===== config.mk =====
export PLATFORM = sky130hd
export DESIGN_NAME = alu_mul_sequencer
export DESIGN_NICKNAME = d
export VERILOG_FILES = /design/src/rtl/alu_mul_sequencer.sv
export SDC_FILE = /design/constraint.sdc
export NUM_CORES = 1
export LEC_CHECK = 0
export BUFFER_PORTS_ARGS = -buffer_cell sky130_fd_sc_hd__buf_2
export CORE_AREA = 8 8 122 124
export DETAILED_ROUTE_END_ITERATION = 16
export DIE_AREA = 0 0 130 132
export PLACE_DENSITY_LB_ADDON = 0.15
export RECOVER_POWER = 100
export SLEW_MARGIN = 20
export SYNTH_ARGS = -nofsm -noshare
export SYNTH_HDL_FRONTEND = slang
export SYNTH_SLANG_ARGS = --single-unit

===== constraint.sdc =====
create_clock -name Clock -period 1.5 [get_ports Clock]
set_input_delay 0.075 -clock Clock [delete_from_list [all_inputs] [get_ports Clock]]
set_output_delay 0.075 -clock Clock [all_outputs]
set_load 0.02 [all_outputs]

===== src/rtl/alu_mul_sequencer.sv =====
// alu_mul_sequencer
//   Multi-cycle shift-add multiplier for the 24-bit single-cycle CPU. While
//   idle it passes the decoder's ALU control code and the datapath operands
//   straight to the shared ALU. On an accepted Start it takes over the ALU
//   add path and adds one partial product per cycle. Meanwhile it stalls the
//   core. It then presents the low WIDTH bits of the product for one
//   writeback cycle.
//
// Ports
//   Clock      in   system clock, rising edge
//   Resetn     in   asynchronous active-low reset
//   Start      in   multiply request (held high by the core while stalled)
//   OpA        in   multiplicand (rs)
//   OpB        in   multiplier (rt)
//   CtrlIn     in   ALU control code from decoder (pass-through source)
//   DpA, DpB   in   datapath ALU operands (pass-through source)
//   AluResult  in   shared ALU result
//   AluCtrl    out  control code to ALU
//   AluA, AluB out  ALU operands
//   Product    out  registered product, low WIDTH bits
//   Done       out  one-cycle pulse, Product valid for writeback
//   Busy       out  high while multiplying
//   Stall      out  freezes PC / register writes
module alu_mul_sequencer #(
  parameter int          WIDTH    = 24,
  parameter int          CNT_W    = 5,
  parameter logic [3:0]  ADD_CODE = 4'b0010
) (
  input  logic             Clock,
  input  logic             Resetn,
  input  logic             Start,
  input  logic [WIDTH-1:0] OpA,
  input  logic [WIDTH-1:0] OpB,
  input  logic [3:0]       CtrlIn,
  input  logic [WIDTH-1:0] DpA,
  input  logic [WIDTH-1:0] DpB,
  input  logic [WIDTH-1:0] AluResult,
  output logic [3:0]       AluCtrl,
  output logic [WIDTH-1:0] AluA,
  output logic [WIDTH-1:0] AluB,
  output logic [WIDTH-1:0] Product,
  output logic             Done,
  output logic             Busy,
  output logic             Stall
);

  typedef enum logic [1:0] {
    ST_IDLE = 2'd0,
    ST_RUN  = 2'd1,
    ST_DONE = 2'd2
  } state_t;

  state_t           state;
  logic [WIDTH-1:0] acc;
  logic [WIDTH-1:0] mcand;
  logic [WIDTH-1:0] mplier;
  logic [CNT_W-1:0] cnt;

  logic [WIDTH-1:0] acc_nxt;
  logic             last;

  // The ALU computes acc + mcand this cycle; keep it only when the current
  // multiplier bit is set.
  assign acc_nxt = mplier[0] ? AluResult : acc;

  // Stop as soon as no higher multiplier bits remain. This means the run
  // length tracks the highest set bit of OpB. The count bound is a backstop.
  assign last = (mplier[WIDTH-1:1] == '0) || (cnt == CNT_W'(WIDTH - 1));

  always_ff @(posedge Clock or negedge Resetn) begin
    if (!Resetn) begin
      state   <= ST_IDLE;
      acc     <= '0;
      mcand   <= '0;
      mplier  <= '0;
      cnt     <= '0;
      Product <= '0;
      Done    <= 1'b0;
      Busy    <= 1'b0;
    end else begin
      case (state)
        ST_IDLE: begin
          Done <= 1'b0;
          if (Start) begin
            acc    <= '0;
            mcand  <= OpA;
            mplier <= OpB;
            cnt    <= '0;
            Busy   <= 1'b1;
            state  <= ST_RUN;
          end
        end
        ST_RUN: begin
          acc    <= acc_nxt;
          mcand  <= mcand << 1;
          mplier <= mplier >> 1;
          cnt    <= cnt + CNT_W'(1);
          if (last) begin
            Product <= acc_nxt;
            Done    <= 1'b1;
            Busy    <= 1'b0;
            state   <= ST_DONE;
          end
        end
        ST_DONE: begin
          Done  <= 1'b0;
          state <= ST_IDLE;
        end
        default: begin
          Done  <= 1'b0;
          Busy  <= 1'b0;
          state <= ST_IDLE;
        end
      endcase
    end
  end

  // ALU input steering: the multiplier owns the ALU only while running.
  always_comb begin
    AluCtrl = CtrlIn;
    AluA    = DpA;
    AluB    = DpB;
    if (state == ST_RUN) begin
      AluCtrl = ADD_CODE;
      AluA    = acc;
      AluB    = mcand;
    end
  end

  // Stall covers the request cycle so the core freezes before RUN begins.
  // It is dropped in DONE so the writeback completes on that cycle. Gating
  // with Resetn keeps Stall low while reset is asserted, even if Start is high.
  assign Stall = Resetn &&
                 (((state == ST_IDLE) && Start) || (state == ST_RUN));

endmodule


==> results.toml, run 1 <==
[layout]
drive_above_1_share = 0.5126
final_common_cell = "sky130_fd_sc_hd__buf_2"
layout.filler_cells = 892
final_cell_mix = "sky130_fd_sc_hd__buf_2, sky130_fd_sc_hd__dfrtp_1, sky130_fd_sc_hd__o22ai_1"
diodes = 0
layout-area-overhead-vs-synth_pct = 70.96
final_nets = 1118

[pwr]
internal_power_w = 0.01213
switching_portion_of_total_power = 0.4262
power_leakage_nw = 4.526
p_seq_frac = 0.237
combinational_cell_fraction_of_total_power = 0.631
p_sw_w = 0.009006
power.density_mw_per_mm2 = 2116
p_clk_frac = 0.132
ir_drop_v = 0.001239

[clock_network]
clockBufferDepth = 2
cts.reportedPaths.clkPinSlew_ns = 0.07
cts_buf_count = 9
clk_root_buffer_cell = "sky130_fd_sc_hd__clkbuf_16"
ctsHtreeMaxLevel = 3
clock_sinks = 105
clock_insertion_delay_at_the_later_pin_of_the_skew_report_ns = 0.36
cts_tree = "built"

[min_path]
hp-class = "primary input to flip-flop"

[setup_path]
end_kind = "flip-flop"
cp_slowest_stage_delay_ns = 0.50
slowest_stage = "sky130_fd_sc_hd__or4_4"
timing.critical_path.from_type = "flip-flop"
worstPathRequired_ns = 1.80
critical_path.cell_chain = "nor4_2 > nand4_1 > buf_6 > buf_12 > or4_4 > nand3_2"
crit_path_max_fanout = 6
critPathArrivalTime_ns = 2.09
critPathKind = "flip-flop to flip-flop"

[synthesis]
synth_fp_nets = 844
synth_cells = 716
synth.yosys.seq_area_share = 0.4498
synth.distinct_cells = 30
yosysWarningCount = 0
syn_area_sq_mm = 0.005842
synth-seq-cells = 105
synth_area_per_cell_sq_um = 8.159

[global_route]
grt_first_pass_wirelength_mm = 35.43
track_usage = 0.2579
grt_pass1_vias = 7083
global_route.overflow_total = 0
grt_start_max_net_pins = 60
grt_antenna_before_repair = 1

[detailed_routing]
vias = 7043
drt_wl_total_mm = 24.48
dr.first_iter.drc_count = 562
drt_pass1_iterations = 5
number_of_remaining_drc_errors = 0
vias_per_inst = 6.015
wire_per_inst_um = 20.90
drtAntennaViolNets = 0

[timing]
setup_viol = 93
post-route-min-period_ns = 1.791
timing.final.max_slew_violations = 0
report.final.hold_viol_count = 0
finalClockSkew_ns = 0.009013
unrepaired_setup_endpoints_after_global_routing = "true"
setup-tns-final_ns = -18.64
timing.fmax_mhz = 558.2
final.hold.worst_slack_ns = 0.01823
final.period_utilization = 1.194
max-slew-margin-rel = 0.4450
final_critical_path_setup_slack_ns = -0.2913
worst_slew_pin_slew_ns = 0.8325

[place]
preCtsSetupSlack_ns = -0.2857
gp_congestion = 0.7957
dpl.hpwl_mm = 13.14
port_buffers = 205

[flow_run]
drv.max_cap_violation_count = 0

[die]
floorplan.initialDensity = 0.4501
io_pins = 206
dieHeight_um = 132
die_width_um = 130
placementRows = 42
floorplan.die_area_sq_mm = 0.01716
placeableCoreArea_sq_mm = 0.01298

[outcome]
failing_checks = "negative setup slack"
status = "complete, but fails checks"
[per-stage QoR]
| stage | std cells | util | power (W) | area, sq um |
|---|---|---|---|---|
| 2_1_floorplan | 716 | - | 0.009509 | 5872 |
| 3_3_place_gp | 1103 | 0.5833 | 0.01252 | 7571 |
| 3_5_place_dp | 1103 | 0.5833 | 0.01275 | 7571 |
| 4_1_cts | 1156 | 0.7233 | 0.01994 | 9389 |
| 5_1_grt | 1171 | 0.7694 | 0.02212 | 9987 |
| 6_report | 1171 | 0.7694 | 0.02113 | 9987 |
[worst paths after layout]
path / start / endpoint / slack (ns) / cells past startpoint
max: mplier[23]$_DFFE_PN0P_ / Product[23]$_DFFE_PN0P_ / -0.29 / 6
min: OpB[15] / mplier[15]$_DFFE_PN0P_ / 0.02 / 3
max reg2reg: mplier[23]$_DFFE_PN0P_ / Product[23]$_DFFE_PN0P_ / -0.29 / 6
min reg2reg: cnt[4]$_DFFE_PN0P_ / cnt[4]$_DFFE_PN0P_ / 0.51 / 1
max in group asynchronous: Resetn / mcand[12]$_DFFE_PN0P_ / 0.35 / 3
min in group asynchronous: Resetn / Product[19]$_DFFE_PN0P_ / 0.53 / 3
[flip-flops by register name, indices dropped and copies added, names as in the netlist]
signal,count
Done,1
state,2
Product,24
mplier,24
acc,24
cnt,5
mcand,24
Busy,1
[cells in the mapped netlist]
cell type	instances	area (sq um)
sky130_fd_sc_hd__a21oi_1	47	235.2
sky130_fd_sc_hd__a221oi_1	24	210.2
sky130_fd_sc_hd__a22o_1	3	26.28
sky130_fd_sc_hd__and2_1	28	175.2
sky130_fd_sc_hd__buf_1	4	15.01
sky130_fd_sc_hd__buf_2	12	60.06
sky130_fd_sc_hd__buf_4	1	7.510
sky130_fd_sc_hd__clkbuf_1	51	191.4
sky130_fd_sc_hd__dfrtp_1	105	2628
sky130_fd_sc_hd__ha_1	1	12.51
sky130_fd_sc_hd__inv_1	2	7.510
sky130_fd_sc_hd__inv_2	1	3.750
sky130_fd_sc_hd__mux2i_1	24	240.2
sky130_fd_sc_hd__nand2_1	195	732.0
sky130_fd_sc_hd__nand2b_1	3	18.77
sky130_fd_sc_hd__nand3_1	24	120.1
sky130_fd_sc_hd__nand3b_1	2	15.01
sky130_fd_sc_hd__nand4_1	3	18.77
sky130_fd_sc_hd__nand4b_1	1	8.760
sky130_fd_sc_hd__nor2_1	4	15.01
sky130_fd_sc_hd__nor2b_1	1	6.260
sky130_fd_sc_hd__nor3_1	25	125.1
sky130_fd_sc_hd__nor4_1	4	25.02
sky130_fd_sc_hd__nor4_2	1	12.51
sky130_fd_sc_hd__o211ai_1	1	7.510
sky130_fd_sc_hd__o21a_1	1	7.510
sky130_fd_sc_hd__o21ai_0	20	100.1
sky130_fd_sc_hd__o21ai_1	11	55.05
sky130_fd_sc_hd__o22ai_1	93	581.8
sky130_fd_sc_hd__or4_1	24	180.2
[power by group through the flow]
stage          Combinational [W]  Sequential, W  Clock, W
4_1_cts                   0.0123        0.00481   0.00280
3_5_place_dp             0.00806        0.00469         0
3_3_place_gp             0.00788        0.00464         0
6_report                  0.0133        0.00501   0.00279
2_1_floorplan            0.00489        0.00462         0
5_1_grt                   0.0141        0.00512   0.00292
[routing by layer]
metal | vias up | track usage | wire length (um)
met3 | 74 | 0.05704 | 1824
li1 | 3165 | - | -
met1 | 3425 | 0.3062 | 9269
met4 | 2 | 0.1207 | 945
met2 | 377 | 0.4313 | 12430
met5 | - | 0 | 10
[kinds of logic (layout without fill, tap and decap cells)]
logic type	Yosys count	in the layout	share of synthesized area
simple gates	315	315	0.2487
compound gates	200	200	0.2095
flops	105	105	0.4498
buf+inv	71	350	0.04883
mux	24	24	0.04112
fa+ha+maj	1	1	0.002141
[critical path, delay by kind of cell, from the launching register on]
family | cells | cell delay (ns)
flip-flops | 1 | 0.39
AND/OR/NAND/NOR | 4 | 1.04
buffers and inverters | 2 | 0.31
[cell type report]
cell class / instances / area [sq um] / area share
multi-input cells: 540 / 3884 / 0.3889
clock buffers: 11 / 242.7 / 0.02430
repair buffers: 331 / 2899 / 0.2903
clock inverters: 5 / 102.6 / 0.01027
well taps: 176 / 220.2 / 0.02205
inverters: 3 / 11.26 / 0.001128
flip-flops and latches: 105 / 2628 / 0.2631
[what timing repair did]
item	in CTS	in global routing
gates cloned	14	8
buffers inserted	21	12
hold endpoints to repair	107	0
endpoints found under the setup margin	81	110
hold buffers	3	0
pin swaps	91	72
resized for setup	278	128
Power figures use the tool's default switching activity.
==> inputs of run 2 (changes only) <==
CORE_AREA = 8 8 169 91   (was 8 8 122 124)
DIE_AREA = 0 0 177 99   (was 0 0 130 132)
==> run 2 against run 1 <==
The run still ends with negative setup slack left. Fmax down 2.2%. Power is essentially flat. Flip-flop and latch count stayed put. Register-to-register slack got worse by 0.04 ns. Routed wire length is 6.4% higher. Sequential share of layout area up 0.60 points. Critical path type unchanged. Critical endpoint is now Product[2]$_DFFE_PN0P_. Largest power group unchanged.
==> results.toml, run 2 (same netlist as run 1, synthesis figures left out) <==
[layout]
layout-area-overhead-vs-synth_pct = 67.25
layout.filler_cells = 871
final_common_cell = "sky130_fd_sc_hd__buf_2"
sequential_cell_area_sq_mm = 0.002629
stdcell_area_sq_mm = 0.009771
final_cell_mix = "sky130_fd_sc_hd__buf_2, sky130_fd_sc_hd__dfrtp_1, sky130_fd_sc_hd__o22ai_1"
drive_above_1_share = 0.4720
diodes = 0
final_nets = 1107
multiInputGateArea_sq_mm = 0.003722

[setup_path]
worstPathRequired_ns = 1.78
critPathArrivalTime_ns = 2.11
regToRegStartpoint = "mplier[1]$_DFFE_PN0P_"
critPathKind = "flip-flop to flip-flop"
first_element_of_the_critical_path = "mplier[1]$_DFFE_PN0P_"
end_kind = "flip-flop"
timing.critical_path.from_type = "flip-flop"
slowest_stage = "sky130_fd_sc_hd__or4_1"
critical_path.cell_chain = "nor4_2 > nand4_1 > buf_6 > clkbuf_16 > or4_1 > nand3_1"
cp_slowest_stage_delay_ns = 0.48
crit_path_max_fanout = 12

[timing]
timing.final.max_slew_violations = 0
max-slew-margin-rel = 0.4942
worst_slew_pin_slew_ns = 0.7586
final_critical_path_setup_slack_ns = -0.3323
final.hold.worst_slack_ns = 0.03061
final.period_utilization = 1.222
finalClockSkew_ns = 0.003942
setup_viol = 92
report.final.hold_viol_count = 0
unrepaired_setup_endpoints_after_global_routing = "true"
setup-tns-final_ns = -18.22
timing.fmax_mhz = 545.8
post-route-min-period_ns = 1.832

[die]
die_width_um = 177
placementRows = 30
dieHeight_um = 99
io_pins = 206
floorplan.initialDensity = 0.4459
placeableCoreArea_sq_mm = 0.01310
floorplan.die_area_sq_mm = 0.01752

[clock_network]
clock_insertion_delay_at_the_later_pin_of_the_skew_report_ns = 0.34
clockBufferDepth = 2
cts.reportedPaths.clkPinSlew_ns = 0.07
clock_sinks = 105
cts_tree = "built"
clk_root_buffer_cell = "sky130_fd_sc_hd__clkbuf_16"
ctsHtreeMaxLevel = 3
cts_buf_count = 9

[place]
dpl.hpwl_mm = 14.52
gp_congestion = 0.8727
placed_cell_area_sq_mm = 0.007468
port_buffers = 205
preCtsSetupSlack_ns = -0.2819

[outcome]
failing_checks = "negative setup slack"
status = "complete, but fails checks"

[detailed_routing]
vias_per_inst = 6.094
drt_pass1_iterations = 5
number_of_remaining_drc_errors = 0
vias = 7063
wire_per_inst_um = 22.47
drtAntennaViolNets = 0
dr.first_iter.drc_count = 693
drt_wl_total_mm = 26.04

[global_route]
grt_pass1_vias = 7038
track_usage = 0.2718
grt_start_max_net_pins = 80
global_route.overflow_total = 0
grt_first_pass_wirelength_mm = 37.92
grt_antenna_before_repair = 0

[pwr]
power_leakage_nw = 4.324
power.density_mw_per_mm2 = 2165
p_clk_frac = 0.127
internal_power_w = 0.01192
combinational_cell_fraction_of_total_power = 0.632
switching_portion_of_total_power = 0.4364
pwr_total_w = 0.02115
ir_drop_v = 0.001607
p_sw_w = 0.009230
p_seq_frac = 0.241

[min_path]
worstHoldStart = "OpA[2]"
hp-class = "primary input to flip-flop"

[flow_run]
drv.max_cap_violation_count = 0
==> run 2: changes by cell type in the layout (fill, tap and decap cells not counted), sizes merged <==
cell,delta
buf,-2
clkbuf,-6
clkinv,-1
bufbuf,-2
inv,-1
==> run 2: repair_timing <==
item	in CTS	in global routing
pin swaps	70	85
gates cloned	17	5
setup endpoints to repair	82	93
buffers inserted	18	16
resized for setup	263	103
hold buffers	3	0
hold endpoints to repair	107	0
==> run 2: power by group through the flow <==
stage | logic [W] | registers, W | clock network (W)
floorplan | 0.00489 | 0.00462 | 0
global placement | 0.00804 | 0.00466 | 0
detailed placement | 0.00822 | 0.00471 | 0
CTS | 0.0124 | 0.00491 | 0.00266
global route | 0.0141 | 0.00523 | 0.00277
finish | 0.0134 | 0.00511 | 0.00268
==> run 2: final timing paths <==
path                                                to  slack, ns  cells after the start
worst max-delay path            Product[2]$_DFFE_PN0P_      -0.33                      6
worst min-delay path              mcand[2]$_DFFE_PN0P_       0.03                      3
worst max register to register  Product[2]$_DFFE_PN0P_      -0.33                      6
worst min register to register      cnt[4]$_DFFE_PN0P_       0.48                      1
max in group asynchronous        mplier[0]$_DFFE_PN0P_       0.39                      3
min in group asynchronous        mcand[14]$_DFFE_PN0P_       0.57                      3
==> run 2: layout make-up <==
cell class              instances  area share
repair buffers                320      0.2925
inverters                       3    0.001537
flip-flops and latches        105      0.2690
well taps                     176     0.02254
clock buffers                  12     0.02420
multi-input cells             540      0.3810
clock inverters                 3    0.009220
==> run 2: stage by stage <==
stage                 util  cells
finish              0.7458   1159
global route        0.7458   1159
CTS                 0.7132   1144
detailed placement  0.5701   1091
global placement    0.5701   1091
floorplan                -    716
==> run 2: critical path: cells and delay by family, from the launching register on <==
| kind | cells | cell delay, ns |
|---|---|---|
| and+or+nand+nor | 4 | 1.04 |
| DFF | 1 | 0.39 |
| buffers and inverters | 2 | 0.34 |
==> run 2: per-layer routing <==
metal	vias to the layer above	routed length, um	global-route usage
met4	0	594	0.07386
met3	61	2606	0.09160
li1	3142	-	-
met5	-	0	0
met1	3450	10790	0.3535
met2	410	12050	0.4247
==> inputs of run 3 (changes only) <==
CORE_AREA = 8 8 226 120   (was 8 8 169 91)
DIE_AREA = 0 0 234 128   (was 0 0 177 99)
==> run 3 against run 2 <==
First-iteration DRC count decreased by 29%. Largest power group unchanged. Fmax barely moved. Power grew 1.0%. Via count fell by 5.3%. Sequential share of layout area shrank 1.2 points. Core utilization is 33 points lower. The flow still finishes with violations (negative setup slack). Clock skew is 0.0056 ns higher. Worst setup slack barely moved. Non-clock buffer count increased by 30. Cell count rose by 15%. Global-route usage down 10 points. Worst hold slack lost 0.018 ns.
==> results.toml, run 3 (same netlist as run 1, synthesis figures left out) <==
[outcome]
status = "complete, but fails checks"
failing_checks = "negative setup slack"

[place]
dpl.hpwl_mm = 17.27
placed_cell_area_sq_mm = 0.007904
port_buffers = 205
placedCellCount = 1267
gp_congestion = 0.7808

[timing]
final.period_utilization = 1.221
final_critical_path_setup_slack_ns = -0.3318
unrepaired_setup_endpoints_after_global_routing = "true"
timing.fmax_mhz = 545.9
finalClockSkew_ns = 0.009536
timing.final.max_slew_violations = 0
report.final.hold_viol_count = 0
max-slew-margin-rel = 0.5865
worst_slew_pin_slew_ns = 0.6030
setup_viol = 153
post-route-min-period_ns = 1.832

[pwr]
switching_portion_of_total_power = 0.4358
p_clk_frac = 0.114
combinational_cell_fraction_of_total_power = 0.651
power.density_mw_per_mm2 = 2094
power_leakage_nw = 4.471
p_sw_w = 0.009311
p_seq_frac = 0.235
ir_drop_v = 0.001136
internal_power_w = 0.01205

[clock_network]
cts_tree = "built"
clk_root_buffer_cell = "sky130_fd_sc_hd__clkbuf_16"
cts_buf_count = 9
cts.reportedPaths.clkPinSlew_ns = 0.08
clock_insertion_delay_at_the_later_pin_of_the_skew_report_ns = 0.36
clock_sinks = 105
clockBufferDepth = 2
ctsHtreeMaxLevel = 3

[die]
placementRows = 41
dieHeight_um = 128
io_pins = 206
die_width_um = 234
floorplan.initialDensity = 0.2408
placeableCoreArea_sq_mm = 0.02426
floorplan.die_area_sq_mm = 0.02995

[global_route]
grt_pass1_vias = 6336
grt_first_pass_wirelength_mm = 39.01
global_route.overflow_total = 0
grt_antenna_before_repair = 4
track_usage = 0.1702
grt_start_max_net_pins = 50

[setup_path]
critPathBufInv = 2
worst_r2r_end = "Product[9]$_DFFE_PN0P_"
crit_path_max_fanout = 12
worstPathRequired_ns = 1.80
regToRegStartpoint = "mplier[23]$_DFFE_PN0P_"
reg2reg_setup_slack_ns = -0.33
slowest_stage = "sky130_fd_sc_hd__dfrtp_1"
cp_slowest_stage_delay_ns = 0.40
end_kind = "flip-flop"
critPathArrivalTime_ns = 2.13
critical_path.cell_chain = "nor4_2 > nand4_1 > buf_4 > clkbuf_16 > or4_1 > nand3_1"
timing.critical_path.from_type = "flip-flop"
rr_worst_depth = 6
critPathKind = "flip-flop to flip-flop"
path_delay_family = "simple AND/OR/NAND/NOR gates"

[flow_run]
drv.max_cap_violation_count = 0

[min_path]
holdPathEnd = "mcand[16]$_DFFE_PN0P_"
worstHoldStart = "OpA[16]"
hp-class = "primary input to flip-flop"
min_path_cells = 3

[layout]
layout.cells.non_filler = 1335
final_core_utilization = 0.4206
drive_above_1_share = 0.4891
stdcell_area_sq_mm = 0.01020
sequential_cell_area_sq_mm = 0.002628
final_nets = 1137
layout-area-overhead-vs-synth_pct = 74.68
layout.filler_cells = 2397
final_common_cell = "sky130_fd_sc_hd__buf_2"
multiInputGateArea_sq_mm = 0.003751
final_cell_mix = "sky130_fd_sc_hd__buf_2, sky130_fd_sc_hd__dfrtp_1, sky130_fd_sc_hd__nand2_1"

[detailed_routing]
vias = 6691
vias_per_inst = 5.012
number_of_remaining_drc_errors = 0
drt_pass1_iterations = 5
drt_wl_total_mm = 27.93
drtAntennaViolNets = 0
wire_per_inst_um = 20.92
dr.first_iter.drc_count = 492
-- run 3: stage by stage --
stage          setup WS [ns]  hold WS, ns  TNS, ns  power [W]
2_1_floorplan        -0.1049      -0.2206   -2.461   0.009509
3_3_place_gp         -0.2595     -0.02153   -4.657    0.01349
6_report             -0.3318      0.01258   -19.54    0.02136
4_1_cts              -0.2806    0.0005182   -15.53    0.01968
5_1_grt              -0.3639     0.004895   -37.08    0.02260
3_5_place_dp         -0.2776     -0.02147   -4.738    0.01344
-- run 3: metal layers --
metal / routed length [um] / share of wire / track usage
met1: 14390 / 0.52 / 0.2572
met2: 11830 / 0.42 / 0.2357
met3: 1381 / 0.049 / 0.04375
met4: 280 / 0.010 / 0.03757
met5: 37 / 0.0013 / 0
-- run 3: layout make-up --
class	count	share of cell area
sequential	105	0.2575
antenna	1	0.0002452
tap	322	0.03948
inverter	3	0.001594
clock inverter	3	0.004169
clock buffer	11	0.02379
timing repair buffer	350	0.3057
multi-input combinational	540	0.3676
-- run 3: worst min-delay path, cell delays in order --
cell and delay [ns]:
sky130_fd_sc_hd__buf_2 0.08, sky130_fd_sc_hd__o22ai_1 0.05, sky130_fd_sc_hd__a21oi_1 0.13
-- run 3: what timing repair did --
item | in CTS | in global routing
hold endpoints to repair | 68 | 0
hold buffers | 8 | 0
setup endpoints to repair | 81 | 96
gates cloned | 9 | 13
gates resized for setup | 218 | 150
buffers inserted | 16 | 11
pin swaps | 32 | 67
-- run 3: worst max path at each step --
stage / from / to / slack [ns] / cells past startpoint
after floorplan: mplier[5]$_DFFE_PN0P_ / Product[19]$_DFFE_PN0P_ / -0.10 / 5
after global placement: mplier[23]$_DFFE_PN0P_ / Product[20]$_DFFE_PN0P_ / -0.26 / 5
after detailed placement: mplier[23]$_DFFE_PN0P_ / Product[20]$_DFFE_PN0P_ / -0.28 / 5
after CTS: mplier[23]$_DFFE_PN0P_ / Product[20]$_DFFE_PN0P_ / -0.28 / 5
after global routing: mplier[5]$_DFFE_PN0P_ / Product[20]$_DFFE_PN0P_ / -0.36 / 5
final: mplier[23]$_DFFE_PN0P_ / Product[9]$_DFFE_PN0P_ / -0.33 / 6
-- run 3: power groups by stage --
stage | logic [W] | registers, W | clock network [W]
CTS | 0.0123 | 0.00482 | 0.00251
global placement | 0.00880 | 0.00469 | 0
detailed placement | 0.00874 | 0.00470 | 0
global route | 0.0148 | 0.00516 | 0.00262
floorplan | 0.00489 | 0.00462 | 0
finish | 0.0139 | 0.00502 | 0.00244
